==> src/rtl/rambyte_arbiter_pkg.sv <==
// Shared types and constants for the two-port block-RAM byte arbiter.
package rambyte_arbiter_pkg;

    localparam int unsigned RAMBYTE_AW = 14;
    localparam int unsigned RAMBYTE_DW = 8;
    localparam int unsigned HOLD_W     = 8;
    localparam int unsigned PORT0      = 0;
    localparam int unsigned PORT1      = 1;

    typedef enum logic [1:0] {
        ST_IDLE  = 2'd0,
        ST_LOCK0 = 2'd1,
        ST_LOCK1 = 2'd2
    } arb_state_t;

endpackage

==> src/rtl/rambyte_arb_pick.sv <==
// Combinational two-way grant selection for rambyte_arbiter.
// RAMBYTE_ARB_RR_EN selects alternating contested grants instead of fixed priority.
module rambyte_arb_pick
    import rambyte_arbiter_pkg::*;
#(
    parameter int unsigned MAX_HOLD = 15
) (
    input  logic              req0,
    input  logic              req1,
    input  arb_state_t        state,
    input  logic [HOLD_W-1:0] hold_cnt,
    input  logic              owner_last,
    output logic              gnt0,
    output logic              gnt1
);

    logic at_max;
    logic pick1;
    logic unused_sel;

    assign at_max = (hold_cnt == HOLD_W'(MAX_HOLD));

`ifdef RAMBYTE_ARB_RR_EN
    // Contested cycles go to whichever port was not granted last.
    assign pick1      = (owner_last == 1'(PORT0));
    assign unused_sel = at_max;
`else
    assign pick1      = at_max;
    assign unused_sel = owner_last;
`endif

    always_comb begin
        gnt0 = 1'b0;
        gnt1 = 1'b0;
        case (state)
            ST_LOCK0: gnt0 = req0;
            ST_LOCK1: gnt1 = req1;
            default: begin
                if (req0 && req1) begin
                    gnt0 = !pick1;
                    gnt1 = pick1;
                end else begin
                    gnt0 = req0;
                    gnt1 = req1;
                end
            end
        endcase
    end

endmodule

==> src/rtl/rambyte_arbiter.sv <==
// Two-requester access controller for a single-port 16K x 8 block RAM.
// Build option: RAMBYTE_ARB_RR_EN (round-robin contested grants; default fixed priority port 0).
module rambyte_arbiter
    import rambyte_arbiter_pkg::*;
#(
    parameter int unsigned AW       = RAMBYTE_AW,
    parameter int unsigned DW       = RAMBYTE_DW,
    parameter int unsigned MAX_HOLD = 15
) (
    input  logic          CLK,
    input  logic          RST,
    input  logic          req0,
    input  logic          req1,
    input  logic          we0,
    input  logic          we1,
    input  logic          lock0,
    input  logic          lock1,
    input  logic [AW-1:0] addr0,
    input  logic [AW-1:0] addr1,
    input  logic [DW-1:0] wdata0,
    input  logic [DW-1:0] wdata1,
    output logic          gnt0,
    output logic          gnt1,
    output logic          rvalid0,
    output logic          rvalid1,
    output logic [DW-1:0] rdata0,
    output logic [DW-1:0] rdata1,
    output logic          ram_en,
    output logic          ram_we,
    output logic [AW-1:0] ram_addr,
    output logic [DW-1:0] ram_di,
    input  logic [DW-1:0] ram_do
);

    arb_state_t        state;
    logic [HOLD_W-1:0] hold_cnt;
    logic              owner_last;

    rambyte_arb_pick #(
        .MAX_HOLD (MAX_HOLD)
    ) u_pick (
        .req0       (req0),
        .req1       (req1),
        .state      (state),
        .hold_cnt   (hold_cnt),
        .owner_last (owner_last),
        .gnt0       (gnt0),
        .gnt1       (gnt1)
    );

    // RAM port mux: the granted requester drives the array, idle cycles drive zeros.
    always_comb begin
        ram_en   = gnt0 | gnt1;
        ram_we   = (gnt0 & we0) | (gnt1 & we1);
        ram_addr = '0;
        ram_di   = '0;
        if (gnt1) begin
            ram_addr = addr1;
            ram_di   = wdata1;
        end else if (gnt0) begin
            ram_addr = addr0;
            ram_di   = wdata0;
        end
    end

    assign rdata0 = rvalid0 ? ram_do : '0;
    assign rdata1 = rvalid1 ? ram_do : '0;

    always_ff @(posedge CLK) begin
        if (RST) begin
            state      <= ST_IDLE;
            hold_cnt   <= '0;
            owner_last <= 1'(PORT0);
            rvalid0    <= 1'b0;
            rvalid1    <= 1'b0;
        end else begin
            rvalid0 <= gnt0 & ~we0;
            rvalid1 <= gnt1 & ~we1;

            if (gnt0)      owner_last <= 1'(PORT0);
            else if (gnt1) owner_last <= 1'(PORT1);

            case (state)
                ST_IDLE: begin
                    if (gnt0 && lock0)      state <= ST_LOCK0;
                    else if (gnt1 && lock1) state <= ST_LOCK1;
                end
                ST_LOCK0: if (!req0 || !lock0) state <= ST_IDLE;
                ST_LOCK1: if (!req1 || !lock1) state <= ST_IDLE;
                default:  state <= ST_IDLE;
            endcase

`ifdef RAMBYTE_ARB_RR_EN
            hold_cnt <= '0;
`else
            // Counts contested wins of port 0; saturation hands the next contested cycle to port 1.
            if (gnt1 || !req1)
                hold_cnt <= '0;
            else if (gnt0 && hold_cnt != HOLD_W'(MAX_HOLD))
                hold_cnt <= HOLD_W'(hold_cnt + 1'b1);
`endif
        end
    end

endmodule

==> config.mk <==
export PLATFORM = sky130hd
export DESIGN_NAME = rambyte_arbiter
export DESIGN_NICKNAME = d
export VERILOG_FILES = /design/src/rtl/rambyte_arbiter_pkg.sv /design/src/rtl/rambyte_arb_pick.sv /design/src/rtl/rambyte_arbiter.sv
export SDC_FILE = /design/constraint.sdc
export NUM_CORES = 1
export LEC_CHECK = 0
export ABC_AREA = 1
export BUFFER_PORTS_ARGS = -buffer_cell sky130_fd_sc_hd__buf_2
export CAP_MARGIN = 20
export CORE_MARGIN = 5
export CORE_UTILIZATION = 39
export CTS_BUF_LIST = sky130_fd_sc_hd__clkbuf_4 sky130_fd_sc_hd__clkbuf_8
export DETAILED_ROUTE_END_ITERATION = 7
export PLACE_DENSITY = 0.93
export SETUP_SLACK_MARGIN = 0.4
export SLEW_MARGIN = 20
export SYNTH_ARGS = -nofsm -noshare
export SYNTH_HDL_FRONTEND = slang
export SYNTH_HIERARCHICAL = 1
export SYNTH_SLANG_ARGS = --single-unit
==> constraint.sdc <==
create_clock -name CLK -period 2.3 [get_ports CLK]
set_input_delay 0.23 -clock CLK [delete_from_list [all_inputs] [get_ports CLK]]
set_output_delay 0.23 -clock CLK [all_outputs]
set_load 0.03 [all_outputs]
==> results.md <==
- Share of final-layout standard cells stronger than drive strength 1: 60.2%
- Leak pwr: 1.38 nW
- Post-layout worst setup margin: 0.132 ns
- Worst min-delay path endpoint: rvalid1$_SDFF_PP0_
- Run status: finished clean
- Total Routing Usage GR: 30.0%
- Highest net fanout along the worst path: 13
- Number of remaining DRC errors: 0
- Worst Hold Depth: 2
- Pwr dens: 402 nW/um^2
- Total net switching power: 0.000463 W
- Start point of the critical path: hold_cnt[3]$_SDFFE_PP0P_
- Switching Fraction: 45.1%
- Max Clock Freq: 461 MHz
- Vertical die dimension: 64.7 um
- Number of input and output port buffers inserted: 103
- Initial drt markers: 184
- Remaining number of nets flagged by the antenna check after routing: 0
- Clk pwr share: 13.7%
- NumNets Final: 409
- CTS tree: yes
- Max-slew violation count: 0
- Relative contribution of sequential cells to total power: 21.3%
- Diode count: 0
- Number of standard cells after synthesis: 222
- Unrepaired setup endpoints after global routing: true
- Vias in the first global route: 2,064
- TritonCTS sink count: 12
- Internal: 0.000564 W
- Number of buffers added to fix hold violations after cts: 0
- Class of the tightest hold or removal check: in -> reg
- Worst IR drop on VDD: 0.436 mV
- Worst-case setup slack after placement: 0.346 ns
- End of the worst register-to-register path: hold_cnt[1]$_SDFFE_PP0P_
- Layout Utilization: 91.2%
- Standard-cell rows: 19
- Final clock skew: 0.00848 ns
- Total clock buffers created by CTS: 3
- Number of hold violations in the final report: 0
- Max transition margin: 72.1%
- Number of antenna violations at the first check in global routing: 0
- Number of detailed-routing iterations run before antenna repair: 5
- Arrival time of the worst setup path: 1.94 ns
- Final setup violation count: 0
- Width of the chip: 64.7 um
- Via count normalized by instance count: 5.83
- Net count of the mapped netlist: 285
- Core Box Area: 2810 um^2
- Worst slack on hold paths: 0.106 ns
- Vias after detailed routing: 2,185
- Aggregate negative setup slack: 0 ns
- Clock tree root driver cell: clkbuf_4
- Logic pwr share: 65.0%
- Final critical delay including setup and external delays: 2.17 ns
- First-pass GRT wire length: 9670 um
- Yosys synthesis warning count: 6
- Initial cell density of the core: 41.6%
- Mean post-synth cell area: 5.26 um^2
- Setup Crit Path Kind: reg -> out
- Max-cap violation count: 0
- Post-detailed-placement half-perimeter wirelength: 3280 um
- Bufs on Longest Clock Path: 2
- Data required time at the worst endpoint: 2.07 ns
- Summed instance area of the synthesized netlist: 1170 um^2
- Element type at the critical path end: output port
- Total wire length after detailed routing: 7890 um
- Total congestion overflow: 0
- H-tree depth reported by CTS: 1
- Clock transition at the register clock pins on the worst setup and hold paths after CTS: 0.08 ns
- DIE AREA: 4190 um^2
- Number of top-level design ports: 104
- Clock Latency Late Sink: 0.30 ns
- Slew at the pin closest to its max-slew limit: 0.415 ns
- Reg2reg start: state[0]$_SDFFE_PP0P_
- # fillers: 124
- Number of non-filler instances in the completed layout: 375
- Area grow syn2layout: 119%
- Number of cells on the worst reg-to-reg path: 13
- Instance count after placement with tap cells included: 350
- Element type at the critical path start: flip-flop
- Final Wtd Congestion: 0.874
- Launch point of the worst hold path: we1
- Final routed wire length divided by cell count: 21.0 um
- Register-to-register setup slack: 0.33 ns
- Pin count of the biggest net entering global routing: 27
- Final critical-path share of the clock period: 94.3%
flip-flops by register name, indices dropped and copies added, names as in the netlist:
signal,cells
hold_cnt,8
state,2
rvalid1,1
rvalid0,1
through the flow:
stage	area (um^2)	total power [W]
after detailed placement	1780	0.000610
final	2560	0.00103
after CTS	2250	0.000897
after floorplan	1250	0.000483
after global placement	1780	0.000605
after global routing	2560	0.00107
how the worst max path moves through the flow:
stage,to,slack [ns],cells past startpoint
floorplan,ram_addr[0],0.40,10
global placement,ram_addr[10],0.42,11
detailed placement,ram_di[3],0.35,11
CTS,ram_we,0.32,9
global route,ram_addr[2],0.05,10
finish,ram_addr[2],0.13,9
placed cells by master (no fill, tap or decap), types with 2 or more instances in the layout:
master     instances
inv_2              4
nand3_2           15
dfxtp_4            2
nand2_1           59
buf_4             12
inv_1             31
dfxtp_1            6
nor2_4             3
nand4_1            2
buf_12             4
clkbuf_16          2
dfxtp_2            4
a21oi_1            5
o21ai_0            2
buf_2             77
buf_16             2
nand2_2           27
nand3_1            7
nand3_4           10
nor2_1            16
nor3_1             3
buf_6             32
clkbuf_4           3
worst max-delay path, cell delays in order (launching register included):
cell and delay [ns]:
dfxtp_1 0.41, nand2_1 0.14, nor2_4 0.12, nand2_2 0.09
a21oi_4 0.20, buf_4 0.15, buf_12 0.13, nand2_1 0.15
nand2_2 0.11, buf_6 0.13
routing by layer:
layer / track usage, % / up-vias / part of all wire (%)
met5: 0 / - / 0
met2: 56.6 / 214 / 49
li1: - / 930 / -
met3: 8.46 / 74 / 11
met1: 26.8 / 967 / 30
met4: 22.2 / 0 / 10
cell type report:
type                    count  area (um^2)  area share, %
multi-input cells         163         1080           42.1
repair buffers            129         1020           39.9
flip-flops and latches     12          253           9.88
inverters                  37          146           5.72
well taps                  31         38.8           1.52
clock buffers               3         22.5          0.881
power by group through the flow:
| stage | Clock, W | Combinational [W] | Sequential, W |
|---|---|---|---|
| after global placement | 0 | 0.000381 | 0.000224 |
| after CTS | 0.000136 | 0.000543 | 0.000218 |
| after global routing | 0.000154 | 0.000697 | 0.000220 |
| after floorplan | 0 | 0.000259 | 0.000224 |
| final | 0.000141 | 0.000667 | 0.000219 |
| after detailed placement | 0 | 0.000386 | 0.000225 |
what timing repair did:
item / CTS / global route
gates cloned: 2 / 2
setup endpoints to repair: 26 / 30
pin swaps: 8 / 14
resized for setup: 90 / 48
buffers inserted: 10 / 8
(Power assumes the default switching activity.)
